## config.mk

```make
export PLATFORM = sky130hd
export DESIGN_NAME = approx_add_error_monitor
export DESIGN_NICKNAME = d
export VERILOG_FILES = /design/src/rtl/approx_add_error_monitor.sv
export SDC_FILE = /design/constraint.sdc
export NUM_CORES = 2
export LEC_CHECK = 0
export CORE_MARGIN = 8
export CORE_UTILIZATION = 59
export DETAILED_ROUTE_END_ITERATION = 10
export PLACE_DENSITY = 0.91
export REMOVE_ABC_BUFFERS = 1
export SLEW_MARGIN = 20
export SYNTH_ARGS = -nofsm -noshare
export SYNTH_HDL_FRONTEND = slang
export SYNTH_SLANG_ARGS = --single-unit
```

## constraint.sdc

```tcl
create_clock -name clk -period 13.85 [get_ports clk]
set_input_delay 3.4625 -clock clk [delete_from_list [all_inputs] [get_ports clk]]
set_output_delay 3.4625 -clock clk [all_outputs]
set_load 0.02 [all_outputs]
```

## src/rtl/approx_add_error_monitor.sv

```systemverilog
// approx_add_error_monitor
//
// Consumes result samples from an approximate adder under test and
// accumulates error statistics over a programmed number of samples. It
// computes the exact sum internally. It reports the error count, the sum of
// absolute errors, the sum of squared errors and the largest absolute error.
// The results are then held until the next run is started.
//
// Parameters
//   WIDTH  operand width; the approximate sum is WIDTH+1 bits
//   CNT_W  width of the sample counter and num_samples
//   ACC_W  width of the sum_abs_err / sum_sq_err accumulators
//
// Ports
//   clk          rising-edge clock
//   rst          asynchronous active-high reset
//   start        begin a run (only honoured in IDLE or DONE)
//   num_samples  samples per run, captured when start is accepted
//   in_valid     sample present on in_a / in_b / in_approx
//   in_ready     sample accepted this cycle when in_valid is also high
//   in_a, in_b   operands presented to the adder under test
//   in_approx    approximate sum produced by the adder under test
//   busy         run in progress (RUN or DRAIN)
//   done         results valid, held until the next accepted start
//   err_count    samples whose error was nonzero
//   sum_abs_err  sum of |exact - approx|, clamps at all-ones
//   sum_sq_err   sum of (exact - approx)^2, clamps at all-ones
//   max_abs_err  largest |exact - approx| seen this run
//   saturated    sticky: an accumulator clamped during this run
module approx_add_error_monitor #(
  parameter int unsigned WIDTH = 16,
  parameter int unsigned CNT_W = 32,
  parameter int unsigned ACC_W = 64
) (
  input  logic               clk,
  input  logic               rst,
  input  logic               start,
  input  logic [CNT_W-1:0]   num_samples,
  input  logic               in_valid,
  output logic               in_ready,
  input  logic [WIDTH-1:0]   in_a,
  input  logic [WIDTH-1:0]   in_b,
  input  logic [WIDTH:0]     in_approx,
  output logic               busy,
  output logic               done,
  output logic [CNT_W-1:0]   err_count,
  output logic [ACC_W-1:0]   sum_abs_err,
  output logic [ACC_W-1:0]   sum_sq_err,
  output logic [WIDTH:0]     max_abs_err,
  output logic               saturated
);

  localparam int unsigned SW     = WIDTH + 1;
  localparam int unsigned PW     = 2 * WIDTH + 2;
  // Accumulator adds are done one bit wider than the wider operand, so the
  // carry shows whether the true sum exceeds the ACC_W range.
  localparam int unsigned AW_ABS = ((ACC_W > SW) ? ACC_W : SW) + 1;
  localparam int unsigned AW_SQ  = ((ACC_W > PW) ? ACC_W : PW) + 1;

  localparam logic [AW_ABS-1:0] ABS_MAX = {{(AW_ABS-ACC_W){1'b0}}, {ACC_W{1'b1}}};
  localparam logic [AW_SQ-1:0]  SQ_MAX  = {{(AW_SQ-ACC_W){1'b0}}, {ACC_W{1'b1}}};

  typedef enum logic [1:0] {
    IDLE,
    RUN,
    DRAIN,
    DONE
  } state_t;

  state_t state, state_nxt;

  logic [CNT_W-1:0] target;
  logic [CNT_W-1:0] accepted;
  logic             start_ok;
  logic             transfer;
  logic             last_xfer;

  // Stage 1 registers
  logic             s1_valid;
  logic [SW-1:0]    s1_abs;
  logic             s1_nz;

  // Stage 1 combinational datapath
  logic [SW-1:0]    exact_c;
  logic [SW-1:0]    abs_c;

  // Stage 2 combinational datapath
  logic [AW_ABS-1:0] abs_sum;
  logic [PW-1:0]     sq_prod;
  logic [AW_SQ-1:0]  sq_sum;
  logic              abs_ovf;
  logic              sq_ovf;

  assign start_ok  = start && ((state == IDLE) || (state == DONE));
  assign transfer  = in_valid && in_ready;
  assign last_xfer = transfer && (accepted == (target - CNT_W'(1)));

  // ---------------------------------------------------------------------
  // Control FSM
  // ---------------------------------------------------------------------
  always_ff @(posedge clk or posedge rst) begin
    if (rst) begin
      state <= IDLE;
    end else begin
      state <= state_nxt;
    end
  end

  always_comb begin
    state_nxt = state;
    in_ready  = 1'b0;
    busy      = 1'b0;
    done      = 1'b0;
    unique case (state)
      IDLE, DONE: begin
        done = (state == DONE);
        if (start) begin
          state_nxt = (num_samples == '0) ? DONE : RUN;
        end
      end
      RUN: begin
        busy     = 1'b1;
        in_ready = (accepted < target);
        if (last_xfer) begin
          state_nxt = DRAIN;
        end
      end
      DRAIN: begin
        // The final sample sits in stage 1 here and reaches stage 2 on this
        // edge, so DONE coincides with its update becoming visible.
        busy      = 1'b1;
        state_nxt = DONE;
      end
      default: state_nxt = IDLE;
    endcase
  end

  // ---------------------------------------------------------------------
  // Sample counters
  // ---------------------------------------------------------------------
  always_ff @(posedge clk or posedge rst) begin
    if (rst) begin
      target   <= '0;
      accepted <= '0;
    end else if (start_ok) begin
      target   <= num_samples;
      accepted <= '0;
    end else if (transfer) begin
      accepted <= accepted + CNT_W'(1);
    end
  end

  // ---------------------------------------------------------------------
  // Stage 1: exact sum and absolute error
  // ---------------------------------------------------------------------
  always_comb begin
    exact_c = {1'b0, in_a} + {1'b0, in_b};
    abs_c   = (exact_c >= in_approx) ? (exact_c - in_approx)
                                     : (in_approx - exact_c);
  end

  always_ff @(posedge clk or posedge rst) begin
    if (rst) begin
      s1_valid <= 1'b0;
      s1_abs   <= '0;
      s1_nz    <= 1'b0;
    end else begin
      s1_valid <= transfer;
      if (transfer) begin
        s1_abs <= abs_c;
        s1_nz  <= (abs_c != '0);
      end
    end
  end

  // ---------------------------------------------------------------------
  // Stage 2: statistic accumulation with saturation
  // ---------------------------------------------------------------------
  always_comb begin
    abs_sum = {{(AW_ABS-ACC_W){1'b0}}, sum_abs_err} + {{(AW_ABS-SW){1'b0}}, s1_abs};
    sq_prod = {{(PW-SW){1'b0}}, s1_abs} * {{(PW-SW){1'b0}}, s1_abs};
    sq_sum  = {{(AW_SQ-ACC_W){1'b0}}, sum_sq_err} + {{(AW_SQ-PW){1'b0}}, sq_prod};
    abs_ovf = (abs_sum > ABS_MAX);
    sq_ovf  = (sq_sum > SQ_MAX);
  end

  always_ff @(posedge clk or posedge rst) begin
    if (rst) begin
      err_count   <= '0;
      sum_abs_err <= '0;
      sum_sq_err  <= '0;
      max_abs_err <= '0;
      saturated   <= 1'b0;
    end else if (start_ok) begin
      err_count   <= '0;
      sum_abs_err <= '0;
      sum_sq_err  <= '0;
      max_abs_err <= '0;
      saturated   <= 1'b0;
    end else if (s1_valid) begin
      err_count   <= err_count + CNT_W'(s1_nz);
      sum_abs_err <= abs_ovf ? '1 : abs_sum[ACC_W-1:0];
      sum_sq_err  <= sq_ovf  ? '1 : sq_sum[ACC_W-1:0];
      if (s1_abs > max_abs_err) begin
        max_abs_err <= s1_abs;
      end
      if (abs_ovf || sq_ovf) begin
        saturated <= 1'b1;
      end
    end
  end

endmodule

```

-- Word-level counts from Yosys, hierarchy flattened
Index checks and enable logic that the tools add are counted.
- register bits after elaboration: 263
- input port bits: 85
- output and inout bits: 181
- word-level logic and storage cells: 72
- $add $sub $neg: 8
- $mul: 1
- order comparisons: 5
- equality and inequality tests: 6
- muxes and demuxes: 24
- reduce and logical (&&, ||, !) cells: 17
- operators by type and width (kind ; number):
    $mux 64 ; 6
    $gt 65x64->1 const B ; 2
    $mux 32 ; 4
    $mux 17 ; 4
    $add 64x17->65 ; 1
    $add 64x34->65 ; 1
    $mul 17x17->34 ; 1
    $sub 17x17->17 ; 2
    $add 32x1->32 ; 1
    $add 32x1->32 const B ; 1
    $eq 32x32->1 ; 1
    $logic_not 32->1 ; 1
    $lt 32x32->1 ; 1
    $sub 32x1->32 const B ; 1
    $add 16x16->17 ; 1
    $ge 17x17->1 ; 1
    $gt 17x17->1 ; 1
    $reduce_bool 17->1 ; 1
    $reduce_bool 2->1 ; 4
    $mux 1 ; 6
    $mux 2 ; 3
    $pmux 2 s3 ; 1
    $reduce_and 2->1 ; 3
    $eq 2x2->1 const B ; 2
    6 further kinds ; 11

-- Depth between registers and ports, before layout
- depth in word-level cells: 7
- gate-level depth with buffers: 28
- mapped depth without buffers: 25

-- Worst setup path before layout
OpenSTA, ideal clock, no wires.
- path type: input port to flip-flop
- start point: input in_a[1]
- end point: register s1_nz
- setup time: 141 ps
- arrival time: 8400 ps
- data required time: 13709 ps
- path slack: 5309 ps
- stages on the path: 24
- path buffers: 1
- cells stage by stage: ha_1 a21o_1 a21oi_1 o21bai_1 a21oi_1 nor2b_1 o21a_1 o31a_1 o41ai_1 o2111ai_1 a21o_1 xor2_1 ha_1 nand3_1 nor2_1 a31oi_1 o21ai_0 a21oi_1 clkbuf_1 mux2i_1 xor2_1 nand3_1 nor4b_1 a41oi_1
- cells in the longest elaborated chain, start to end: 4
- elaborated cells between the ends (all ways): 6
- classes of those cells: 3 x add/sub; 1 x order compare; 1 x mux; 1 x reduce/logical
- RTL lines (element ; RTL line ; RTL):
    start: declaration ; 41 ; input logic [WIDTH-1:0] in_a,
    $add 16x16->17 (*) ; 157 ; exact_c = {1'b0, in_a} + {1'b0, in_b};
    $sub 17x17->17, or another cell as far along ; 159 ; : (in_approx - exact_c);
    $mux 17 (*) ; 158 ; abs_c = (exact_c >= in_approx) ? (exact_c - in_approx)
    $reduce_bool 17->1 (*) ; 171 ; s1_nz <= (abs_c != '0);
    end signal: assignment ; 171 ;
    end: declaration ; 81 ; logic s1_nz;
Mark *: on every way between the ends. The rest lies on a longest branch, timed or not.
A chain may end at the register's enable or synchronous reset.

-- Worst setup path in the final report
Same ends and word-level chain as after synthesis.

==> results.sh <==
export IMPL_hold_depth=1
export IMPL_finalHoldViolCount=0
export IMPL_routed_wl_um=73910
export IMPL_wire_per_inst_um=19.10
export IMPL_status="finished clean"
export IMPL_worst_r2r_startpoint="s1_abs[13]"
export IMPL_grt_pass1_vias=24149
export IMPL_grt_max_degree=125
export IMPL_min_delay_start="sum_sq_err[38]"
export IMPL_grt_overflow=0
export IMPL_core_area_um2=44320
export IMPL_fin_skew_ps=32.25
export IMPL_track_usage=0.2791
export IMPL_place_gp_congestion=0.9644
export IMPL_vias=23290
export IMPL_min_to="sum_sq_err[38]"
export IMPL_setup_viol_count_final=0
export IMPL_start_util=0.5995
export IMPL_ys_types=76
export IMPL_first_pass_iters=6
export IMPL_grt_pass1_wl_um=121100
export IMPL_yosys_warnings=0
export IMPL_cts_buffers=34
export IMPL_post_route_min_period_ps=9038
export IMPL_fillers=3225
export IMPL_cp_end_kind="register"
export IMPL_crit_type="input port to register"
export IMPL_ctsHoldBuffers=0
export IMPL_drv_cap=0
export IMPL_start_kind="input port"
export IMPL_reg2reg_depth=24
export IMPL_dp_hpwl_um=54940
export IMPL_rsz0062_at_grt="no"
export IMPL_avgSynthCellArea_um2=8.688
export IMPL_post_cts_buffers=0
export IMPL_ant_nets=0
export IMPL_max_slew_margin=0.2513
export IMPL_cts_clk_slew_worst_paths_ps=50
export IMPL_r2r_end="sum_sq_err[50]"
export IMPL_synthToLayoutAreaGrowth_pct=16.04
export IMPL_hp_class="register to register"
export IMPL_insertion_delay_ps=540
export IMPL_vias_per_cell=6.018
export IMPL_final_nets=3801
export IMPL_drc_errors=0
export IMPL_crit_required_ps=14220
export IMPL_die_h_um=228.2
export IMPL_synth_seq_cells=263
export IMPL_cts_buffer_depth=3
export IMPL_crit_fanout=20
export IMPL_async_flop_share=1.000
export IMPL_fmax_mhz=110.6
export IMPL_root_buffer="clkbuf_16"
export IMPL_htree_levels=2
export IMPL_fp_row_count=77
export IMPL_post_route_util=0.6957
export IMPL_tightest_slew_ps=1123
export IMPL_drt_iter0_drc=1982
export IMPL_cts_sinks=263
export IMPL_reg2reg_slack_ps=5500
export IMPL_seq_area_frac_synth=0.2477
export IMPL_antenna_found_initial=0
export IMPL_period_share=0.6525
export IMPL_yosys_most_used_dff="dfrtp_1"
export IMPL_antenna_cells=0
export IMPL_setup_tns_ps=0
export IMPL_arrival_ps=9410
export IMPL_drive_above_1_share=0.03386
export IMPL_syn_area_um2=26570
export IMPL_synth_edff_count=0
export IMPL_cts_tree="done"
export IMPL_cts_resized_gates=0
export IMPL_slew_viol_final=0
export IMPL_io_pins=266
export IMPL_fp_dieW_um=228.2
export IMPL_syn_inst=3058
export IMPL_io_buffers=265
export IMPL_die_area_um2=52080
## state kept, by name (all words and copies together), names as in the netlist
signal	cells
max_abs_err	17
err_count	32
s1_nz	1
state	2
sum_abs_err	64
s1_valid	1
s1_abs	17
sum_sq_err	64
saturated	1
accepted	32
target	32
## worst max-delay path: stages
cell	delay, ps
clkdlybuf4s50_1	450
ha_1	310
a21o_1	180
a21oi_1	210
o21bai_1	90
a21oi_1	220
nor2b_1	70
o21a_1	190
o31a_1	270
o41ai_1	530
o2111ai_1	200
a21o_1	240
xor2_1	150
ha_1	360
nand3_1	130
nor2_1	80
a31oi_1	150
o21ai_0	170
a21oi_2	320
buf_4	350
mux2i_1	130
a221oi_1	380
xnor2_1	190
nor4b_1	390
a41oi_1	170
## synthesized netlist by cell type (all sizes together) (4+ instances only)
library cell	count	area [um2]
inv	505	1896
dfrtp	263	6581
nand2	252	945.9
ha	235	2940
fa	229	4584
nor2	201	754.5
o21ai	188	940.9
a21oi	149	749.5
clkbuf	119	466.7
xor2	94	823.3
xnor2	88	778.3
nand3	84	420.4
and2	71	444.2
a31oi	68	425.4
a21o	64	481.7
nor3	62	315.3
nand4	46	287.8
mux2i	45	450.4
and3	35	219.0
nor4	22	137.6
a211oi	20	155.1
a311oi	19	166.4
o21a	15	112.6
and4	14	122.6
nand2b	14	87.58
nor2b	14	87.58
o21bai	12	90.09
or3	11	68.82
a41oi	8	70.07
o31ai	8	60.06
a211o	7	61.31
o2111ai	7	61.31
or4	7	67.56
a221oi	6	52.55
buf	6	31.27
mux2	6	67.56
o211a	6	60.06
a2111oi	5	43.79
a31o	5	43.79
o211ai	5	37.54
nor4b	4	35.03
o22ai	4	25.02
## cell type report
class | instances | area (um2) | share of cell area
Clock buffer | 46 | 977.2 | 0.03170
Clock inverter | 16 | 206.4 | 0.006696
Inverter | 506 | 1907 | 0.06185
Multi-Input combinational cell | 2163 | 17620 | 0.5715
Sequential cell | 263 | 6585 | 0.2136
Tap cell | 592 | 740.7 | 0.02403
Timing Repair Buffer | 284 | 2795 | 0.09066
## cells by family after synthesis
group / share of synthesized area
compound gates: 0.1457
xor+xnor: 0.06028
fa+ha+maj: 0.2832
buf+inv: 0.09056
flops: 0.2477
mux: 0.01950
simple gates: 0.1531
## how the worst max path moves through the flow
stage | to | from | slack, ps | depth (start not counted)
2_1_floorplan | accepted[0] | rst | 3150 | 1
3_3_place_gp | s1_nz | in_a[1] | 4580 | 25
3_5_place_dp | s1_nz | in_a[1] | 4390 | 25
4_1_cts | s1_nz | in_a[1] | 4920 | 25
5_1_grt | s1_nz | in_a[1] | 4470 | 25
6_report | s1_nz | in_a[1] | 4810 | 25
## through the flow
stage                     hold WS (ps)  std cells  instance area (um2)  worst slack (ps)
after global placement           484.1       3808                29640              4576
final                            502.9       3870                30830              4812
after detailed placement         493.6       3808                29640              4386
after global routing             521.0       3870                30830              4469
after CTS                        507.0       3870                30830              4920
after floorplan                  519.0       2932                26060              3147
## routing by layer
metal  vias up  track usage  part of all wire  wire, um
li1      10601            -                 -         -
met1     11248       0.3312              0.37     27250
met3       301      0.06664             0.094      6916
met5         -            0                 0         0
met2      1140       0.4678              0.48     35640
met4         0       0.1458             0.055      4096
## layout by cell type, fill, tap and decap left out, types with 7 or more instances in the layout
cell type	count
nand3_1	84
xnor2_1	87
a21oi_1	147
nor2b_1	14
o21a_1	15
clkdlybuf4s50_1	265
ha_1	235
a211o_1	7
buf_4	19
clkbuf_16	35
nand4_1	46
inv_1	504
and4_1	14
xor2_1	94
a311oi_1	19
a41oi_1	8
a211oi_1	19
nor4_1	22
o31ai_1	8
mux2i_1	45
a21o_1	63
nor3_1	61
o21ai_0	188
o21bai_1	12
fa_1	229
and3_1	35
dfrtp_1	262
a31oi_1	68
nor2_1	201
and2_1	70
nand2b_1	14
or3_1	11
clkinv_2	7
nand2_1	251
Power is left out: the tool's default activity adds up to more than one toggle a clock period on the data nets, which glitch-free logic cannot reach.
